<file path="src/rtl/aes_v2_mix_size_pkg.sv">
// Shared AES definitions: GF(2^8) reduction constant, MixColumns coefficients,
// operand byte positions and the xtime / constant-multiply helpers.
package aes_v2_mix_size_pkg;

  localparam logic [7:0] GF_POLY = 8'h1b;

  // Coefficient for a_(i+k) sits in nibble k.
  localparam logic [15:0] MIX_FWD_COEF = {4'h1, 4'h1, 4'h3, 4'h2};
  localparam logic [15:0] MIX_INV_COEF = {4'h9, 4'hd, 4'hb, 4'he};

  localparam int A0_LSB = 0;
  localparam int A1_LSB = 8;
  localparam int A2_LSB = 16;
  localparam int A3_LSB = 24;

  function automatic logic [7:0] xtime(input logic [7:0] a);
    return {a[6:0], 1'b0} ^ (a[7] ? GF_POLY : 8'h00);
  endfunction

  // Multiply by a constant below 16 as a sum of a, 2a, 4a, 8a.
  function automatic logic [7:0] gf_mul_c(input logic [7:0] a, input logic [3:0] c);
    logic [7:0] x2;
    logic [7:0] x4;
    logic [7:0] x8;
    x2 = xtime(a);
    x4 = xtime(x2);
    x8 = xtime(x4);
    return ({8{c[0]}} & a) ^ ({8{c[1]}} & x2) ^ ({8{c[2]}} & x4) ^ ({8{c[3]}} & x8);
  endfunction

endpackage

</file>
<file path="src/rtl/aes_v2_mix_size_byte.sv">
// One MixColumns output byte from a rotated column; the inverse product-sum is
// only built when AES_V2_MIX_INV_EN is defined, otherwise enc=0 yields 8'h00.
module aes_mix_byte
  import aes_v2_mix_size_pkg::*;
(
  input  logic [7:0] a_0,
  input  logic [7:0] a_1,
  input  logic [7:0] a_2,
  input  logic [7:0] a_3,
  input  logic       enc,
  output logic [7:0] r
);

  logic [7:0] fwd;

  assign fwd = gf_mul_c(a_0, MIX_FWD_COEF[3:0])   ^ gf_mul_c(a_1, MIX_FWD_COEF[7:4]) ^
               gf_mul_c(a_2, MIX_FWD_COEF[11:8])  ^ gf_mul_c(a_3, MIX_FWD_COEF[15:12]);

`ifdef AES_V2_MIX_INV_EN
  logic [7:0] inv;

  assign inv = gf_mul_c(a_0, MIX_INV_COEF[3:0])   ^ gf_mul_c(a_1, MIX_INV_COEF[7:4]) ^
               gf_mul_c(a_2, MIX_INV_COEF[11:8])  ^ gf_mul_c(a_3, MIX_INV_COEF[15:12]);
  assign r   = enc ? fwd : inv;
`else
  assign r   = enc ? fwd : 8'h00;
`endif

endmodule

</file>
<file path="src/rtl/aes_v2_mix_size.sv">
// Size-optimised MixColumns / InvMixColumns: one output byte per cycle over four
// cycles through a single byte datapath. Inverse gated by AES_V2_MIX_INV_EN.
module aes_v2_mix_size
  import aes_v2_mix_size_pkg::*;
(
  input  logic        g_clk,
  input  logic        g_resetn,
  input  logic        valid,
  input  logic [31:0] rs1,
  input  logic [31:0] rs2,
  input  logic        enc,
  output logic        ready,
  output logic [31:0] rd
);

  localparam logic [1:0] S0 = 2'd0;
  localparam logic [1:0] S1 = 2'd1;
  localparam logic [1:0] S2 = 2'd2;
  localparam logic [1:0] S3 = 2'd3;

  logic [1:0] fsm;
  logic [1:0] fsm_nxt;
  logic [7:0] a0, a1, a2, a3;
  logic [7:0] m0, m1, m2, m3;
  logic [7:0] r_byte;
  logic [7:0] b_0, b_1, b_2;
  logic       unused_bits;

  assign a0 = rs1[A0_LSB +: 8];
  assign a1 = rs1[A1_LSB +: 8];
  assign a2 = rs2[A2_LSB +: 8];
  assign a3 = rs2[A3_LSB +: 8];

  assign unused_bits = ^{rs1[31:16], rs2[15:0]};

  // Rotate the column so the datapath always sees a_i in slot 0.
  always_comb begin
    {m0, m1, m2, m3} = {a0, a1, a2, a3};
    case (fsm)
      S1:      {m0, m1, m2, m3} = {a1, a2, a3, a0};
      S2:      {m0, m1, m2, m3} = {a2, a3, a0, a1};
      S3:      {m0, m1, m2, m3} = {a3, a0, a1, a2};
      default: {m0, m1, m2, m3} = {a0, a1, a2, a3};
    endcase
  end

  aes_mix_byte u_mix_byte (
    .a_0 (m0),
    .a_1 (m1),
    .a_2 (m2),
    .a_3 (m3),
    .enc (enc),
    .r   (r_byte)
  );

  // Counter wraps S3->S0 so a held valid starts the next instruction at once.
  assign fsm_nxt = valid ? fsm + 2'd1 : S0;

  always_ff @(posedge g_clk or negedge g_resetn) begin
    if (!g_resetn) begin
      fsm <= S0;
    end else begin
      fsm <= fsm_nxt;
    end
  end

  always_ff @(posedge g_clk or negedge g_resetn) begin
    if (!g_resetn) begin
      b_0 <= 8'h00;
      b_1 <= 8'h00;
      b_2 <= 8'h00;
    end else if (valid) begin
      if (fsm == S0) b_0 <= r_byte;
      if (fsm == S1) b_1 <= r_byte;
      if (fsm == S2) b_2 <= r_byte;
    end
  end

  assign ready = (fsm == S3) & valid;
  assign rd    = {r_byte, b_2, b_1, b_0};

endmodule

</file>
<file path="config.mk">
export PLATFORM = sky130hd
export DESIGN_NAME = aes_v2_mix_size
export DESIGN_NICKNAME = d
export VERILOG_FILES = /design/src/rtl/aes_v2_mix_size_pkg.sv /design/src/rtl/aes_v2_mix_size_byte.sv /design/src/rtl/aes_v2_mix_size.sv
export SDC_FILE = /design/constraint.sdc
export NUM_CORES = 1
export LEC_CHECK = 0
export CAP_MARGIN = 20
export CORE_MARGIN = 2
export CORE_UTILIZATION = 47
export CTS_CLUSTER_DIAMETER = 120
export CTS_CLUSTER_SIZE = 40
export DETAILED_ROUTE_END_ITERATION = 8
export GPL_TIMING_DRIVEN = 0
export PLACE_DENSITY = 0.82
export SLEW_MARGIN = 20
export SYNTH_ARGS = -nofsm -noshare
export SYNTH_HDL_FRONTEND = slang
export SYNTH_SLANG_ARGS = --single-unit
</file>
<file path="constraint.sdc">
create_clock -name g_clk -period 4.1 [get_ports g_clk]
set_input_delay 0.615 -clock g_clk [delete_from_list [all_inputs] [get_ports g_clk]]
set_output_delay 0.615 -clock g_clk [all_outputs]
set_load 0.01 [all_outputs]
</file>
==> Word-level counts from Yosys, hierarchy flattened <==
Index checks and enable logic that the tools add are counted.
W data, S select, Z words.
{ "classes": {"bitwise_logic": 7, "muxes": 8, "add_sub_neg": 1, "reduce_logical": 4, "eq_ne": 3} }
{ "ops": {"columns": ["operator", "n"], "rows": [
  ["$pmux W8 S3", 4],
  ["$xor A8 B8 Y8", 6],
  ["$mux W5", 2],
  ["$mux W8", 1],
  ["$reduce_and A2 Y1", 3],
  ["$eq A2 B2 Y1 const B", 2],
  ["$add A2 B1 Y2 const B", 1],
  ["$eq A2 B1 Y1 const B", 1],
  ["$logic_not A2 Y1", 1],
  ["$mux W2", 1],
  ["$and A1 B1 Y1", 1]
]} }
{ "word_totals": {"inputBits": 68, "elab_cells": 27, "reg_bits": 26} }

==> Logic depth before layout (Yosys ltp) <==
{ "logic_depth": {"word_depth": 9, "ltp_mapped": 11, "ltp_nobuf": 8} }

==> Cells and area by module <==
Synthesis repeated with hierarchy kept, for this count alone.
{ "unflattened": {"hier_cells": 213, "area_unflattened_um2": 2322.2} }
{ "by_module_without_submodules": {"columns": ["module", "seq_area_each_um2", "cells_each", "instances", "area_per_inst_um2"], "rows": [
  ["aes_v2_mix_size", 650.6, 176, 1, 1923.1],
  ["aes_mix_byte", 0.0, 37, 1, 399.1]
]} }

==> Worst setup path before layout <==
No wires, ideal clock.
{ "synth_timing": {"path_kind": "register -> output", "from": "reg fsm[0]", "to": "out rd[26]", "required_ns": 3.485, "stages_incl_launch_ff": 10, "setup_slack_ns": 1.247, "arrival_time_ns": 2.238, "n_path_buf": 1, "cell_sequence": "dfrtp_1 inv_1 ha_1 buf_2 or3b_2 a21oi_1 o21ai_1 a211o_1 a31o_2 a21oi_1"} }
{ "synth_via": {"elab_chain_cells": 8, "elab_cells_between_ends": 14, "classes_between": "eq/ne: 3; mux: 5; bitwise: 6"} }
{ "synth_lines": {"columns": ["item", "line_no", "source"], "rows": [
  ["start, declared", "aes_v2_mix_size.sv:21", "logic [1:0] fsm;"],
  ["start signal, assigned", "aes_v2_mix_size.sv:63", "fsm <= fsm_nxt;"],
  ["$eq A2 B2 Y1 / $eq A2 B1 Y1 (equally long branches)", "aes_v2_mix_size.sv:39", "case (fsm)"],
  ["$pmux W8 S3", "aes_v2_mix_size.sv:39", null],
  ["$xor A8 B8 Y8", "aes_v2_mix_size_pkg.sv:17", "return {a[6:0], 1'b0} ^ (a[7] ? GF_POLY : 8'h00);"],
  ["$xor A8 B8 Y8", "aes_v2_mix_size_pkg.sv:28", "return ({8{c[0]}} & a) ^ ({8{c[1]}} & x2) ^ ({8{c[2]}} & x4) ^ ({8{c[3]}} & x8);"],
  ["$xor A8 B8 Y8 (2 in a row)", "aes_v2_mix_size_byte.sv:16", "assign fwd = gf_mul_c(a_0, MIX_FWD_COEF[3:0]) ^ gf_mul_c(a_1, MIX_FWD_COEF[7:4]) ^"],
  ["$xor A8 B8 Y8 *", "aes_v2_mix_size_byte.sv:17", "gf_mul_c(a_2, MIX_FWD_COEF[11:8]) ^ gf_mul_c(a_3, MIX_FWD_COEF[15:12]);"],
  ["$mux W8 *", "aes_v2_mix_size_byte.sv:26", "assign r = enc ? fwd : 8'h00;"],
  ["end, declared", "aes_v2_mix_size.sv:13", "output logic [31:0] rd"]
]} }
Every way passes the cells marked *; elsewhere a longest branch is shown, timed or not.

==> Worst setup path after layout <==
{ "layout_timing": {"from": "in rs1[5]", "to": "out rd[30]"} }
{ "layout_via": {"elab_chain_cells": 7, "elab_cells_between_ends": 9, "classes_between": "mux: 3; bitwise: 6"} }
{ "layout_lines": {"columns": ["item", "line_no", "source"], "rows": [
  ["start, declared", "aes_v2_mix_size.sv:9", "input logic [31:0] rs1,"],
  ["$pmux W8 S3", "aes_v2_mix_size.sv:39", null],
  ["$xor A8 B8 Y8", "aes_v2_mix_size_pkg.sv:17", null],
  ["$xor A8 B8 Y8", "aes_v2_mix_size_pkg.sv:28", null],
  ["$xor A8 B8 Y8 * (2 in a row)", "aes_v2_mix_size_byte.sv:16", null],
  ["$xor A8 B8 Y8 *", "aes_v2_mix_size_byte.sv:17", null],
  ["$mux W8 *", "aes_v2_mix_size_byte.sv:26", null]
]} }
Marks and branches as above.

==> metrics.log <==
[metrics] status: complete, no violations
[metrics] final-layout fill cell count: 451
[metrics] floorplan die width: 76.8 um
[metrics] prevailing post-synth register cell: dfrtp_1
[metrics] total negative slack for setup checks: 0 ns
[metrics] largest fanout on the critical path: 7
[metrics] classification of the worst-slack hold path: in -> async
[metrics] largest area contributor in the netlist: dfrtp_1
[metrics] Max clock buf depth: 2
[metrics] syn_area_per_cell: 8.46 sq um
[metrics] reported max-cap violation count: 0
[metrics] most instantiated library cell after synthesis: nand2_1
[metrics] clock sink count: 26
[metrics] Synth Cell Area: 2490 sq um
[metrics] r2r setup slk: 1.34 ns
[metrics] total setup violations reported at the end of the flow: 0
[metrics] required time of the critical path: 3.48 ns
[metrics] CP arrival: 3.36 ns
[metrics] worst clock skew: 0.00164 ns
[metrics] area of the die: 5890 sq um
[metrics] share of synthesized registers carrying an async set or reset: 100%
[metrics] post-route cell area: 3280 sq um
[metrics] ratio of total power to cell area: ~400 nW/um^2
[metrics] area after detailed placement: 3220 sq um
[metrics] distinct cell type count after synthesis: 42
[metrics] number of top-level pins: between 100 and 150
[metrics] Slew Limit Fails: 0
[metrics] Synthesized Nets: roughly 370
[metrics] layout cells sized above 1: a little under a tenth
[metrics] via count of the first global-routing pass: 2,418
[metrics] worst flop-to-flop path startpoint: fsm[1]$_DFF_PN0_
[metrics] worst-case vdd ir drop: between 150 and 200 uV
[metrics] startpoint types: input port
[metrics] Clock Latency Late Sink: roughly 0.26 ns
[metrics] number of detailed-route iterations in the first pass: 6
[metrics] Clock transition at path regs: 0.08 ns
[metrics] routed wire length: between 7000 and 8000 um
[metrics] signed area change from the synthesized netlist to the final layout: 31.8%
[metrics] wire length on met3: 597 um
[metrics] number of vias in the routed layout: 2,683
[metrics] remaining design rule violation count: 0
[metrics] cell count after synthesis: about 300
[metrics] core outline area: about 5000 sq um
[metrics] slew of the pin with the lowest slew margin: 0.552 ns
[metrics] pin count of the biggest net entering global routing: 27
[metrics] final HPWL from detailed placement: 5580 um
[metrics] drt wl/cell: ~17 um
[metrics] Total Nets Final: 438
[metrics] number of synthesized flops with an enable pin: 0
[metrics] number of design-rule violations left by the first detailed-router iteration: 302
[metrics] routed length on met2: between 3000 and 4000 um
[metrics] total global routing overflow: 0
[metrics] Final Hold Fails: 0
[metrics] TritonCTS clock tree: built
[metrics] share of Yosys cell area claimed by the top area cell type: 26.2%
[metrics] antenna violations before repair: 0
[metrics] met1 wire length: just over 3000 um
[metrics] buffer cell driving the clock tree root: clkbuf_8
[metrics] endpoint type of the worst setup path: output pin
[metrics] quantity of I/O buffers inserted on ports: 64
[metrics] initial core utilization: 48.7%
[metrics] depth of the worst register-to-register path: 11
[metrics] n_diodes: 0
[metrics] top layer in use: met4
[metrics] Final period util: a little over nine tenths
[metrics] post-layout minimum cycle time: 3.98 ns
[metrics] hold buffers post-CTS: 0
[metrics] average via count per standard cell: about 6.2
[metrics] Row Count: 26
[metrics] Synth Register Bits: 26
[metrics] RR Endpoint: b_1[2]$_DFFE_PN0P_
[metrics] RSZ-0062 raised after global routing: false
[metrics] type of the worst setup path: in -> out
[metrics] top post-synthesis cells by count: nand2_1, a222oi_1, dfrtp_1, xnor2_1, o21ai_0
[metrics] number of nets still failing antenna checks after routing: 0
[metrics] biggest area contributors in the synthesized netlist: dfrtp_1, a222oi_1, xnor2_1
[metrics] number of levels the H-tree was split into: 1
[metrics] Max transition margin: 63.2%
[metrics] first-pass GRT wire length: 11,900 um
[metrics] sequential area share after synthesis: between 20% and 30%
[metrics] Yosys warnings: 0
[metrics] placer congestion estimate: 1.02
[metrics] Die Ht: 76.8 um
[metrics] LEAKAGE: ~1.3 nW
[metrics] global-route usage over all layers: 24.2%
[metrics] highest clock rate: 0.251 GHz
[metrics] clock buffers created by TritonCTS: 3
## layout make-up
cell class	count	area [sq um]	share of cell area (%)
sequential	26	651	19.8
timing repair buffer	66	651	19.8
buffer	21	104	3.17
multi-input combinational	243	1730	52.8
clock buffer	3	41.3	1.26
inverter	4	15.0	0.458
tap	70	87.6	2.67
## worst max-delay path by stage
stage                           from  endpoint  slack (ns)  depth (start not counted)
floorplan           fsm[0]$_DFF_PN0_    rd[26]        1.25                          9
global placement              rs1[5]    rd[30]        0.23                          8
detailed placement           rs2[23]    rd[25]        0.17                          8
CTS                          rs2[23]    rd[25]        0.16                          8
global route                 rs2[23]    rd[25]        0.01                          8
finish                        rs1[5]    rd[30]        0.12                          8
## flip-flops by register name, summed over array words and instances, names as in the netlist
register  flops
b_2           8
b_0           8
b_1           8
fsm           2
## placed cells by master (no fill, tap or decap), types with 7 or more instances in the layout
master	instances
o21ai_1	9
o21ai_0	17
a222oi_1	26
clkbuf_1	8
xnor2_1	26
xor2_1	17
nand2_1	43
clkdlybuf4s50_1	63
a211o_1	9
dfrtp_1	26
mux2i_1	7
a21oi_1	12
buf_2	9
nor2_1	9
## layer usage
layer | up-vias | GRT usage [%]
li1 | 1277 | -
met1 | 1243 | 33.2
met2 | 157 | 40.4
met3 | 6 | 2.59
met4 | 0 | 6.73
met5 | - | 0
## power by group
group          internal (mW)  switching [mW]
clock                 0.0655          0.0693
combinational          0.393           0.386
sequential             0.341          0.0486
total                  0.799           0.504
## cells by family (layout without fill, tap and decap cells)
family                   Yosys count  after routing  share of synthesized area (%)
adder cells (fa/ha/maj)            6              6                           2.92
multiplexers                       8              8                           3.37
AO/OA/AOI/OAI                    107            107                           32.6
buffers and inverters             25             94                           4.63
XOR/XNOR                          43             43                           15.1
AND/OR/NAND/NOR                   79             79                           15.1
flip-flops                        26             26                           26.2
## critical path, cell delays in order
cell and delay (ns):
clkdlybuf4s50_1 0.54, or3b_2 0.53, a21oi_1 0.16, o21ai_1 0.13, a211o_1 0.40, a31o_2 0.23
a21oi_1 0.18, clkdlybuf4s50_1 0.58
## stage by stage
step           hold slack (ns)  std cells  setup WS [ns]  utilization [%]  power, mW
3_5_place_dp             0.469        428          0.172             63.0       1.16
3_3_place_gp             0.461        428          0.228             63.0       1.14
5_1_grt                  0.368        433         0.0112             64.2       1.39
2_1_floorplan            0.319        294           1.25                -      0.807
4_1_cts                  0.488        431          0.161             63.8       1.29
6_report                 0.335        433          0.124             64.2       1.30
## repair_timing
action                     in CTS  in global routing
hold endpoints to repair        0                  0
setup buffers                   0                  2
gates resized for setup         0                 10
setup endpoints to repair       0                  3
Note: power is estimated with default switching activity, not from simulation.
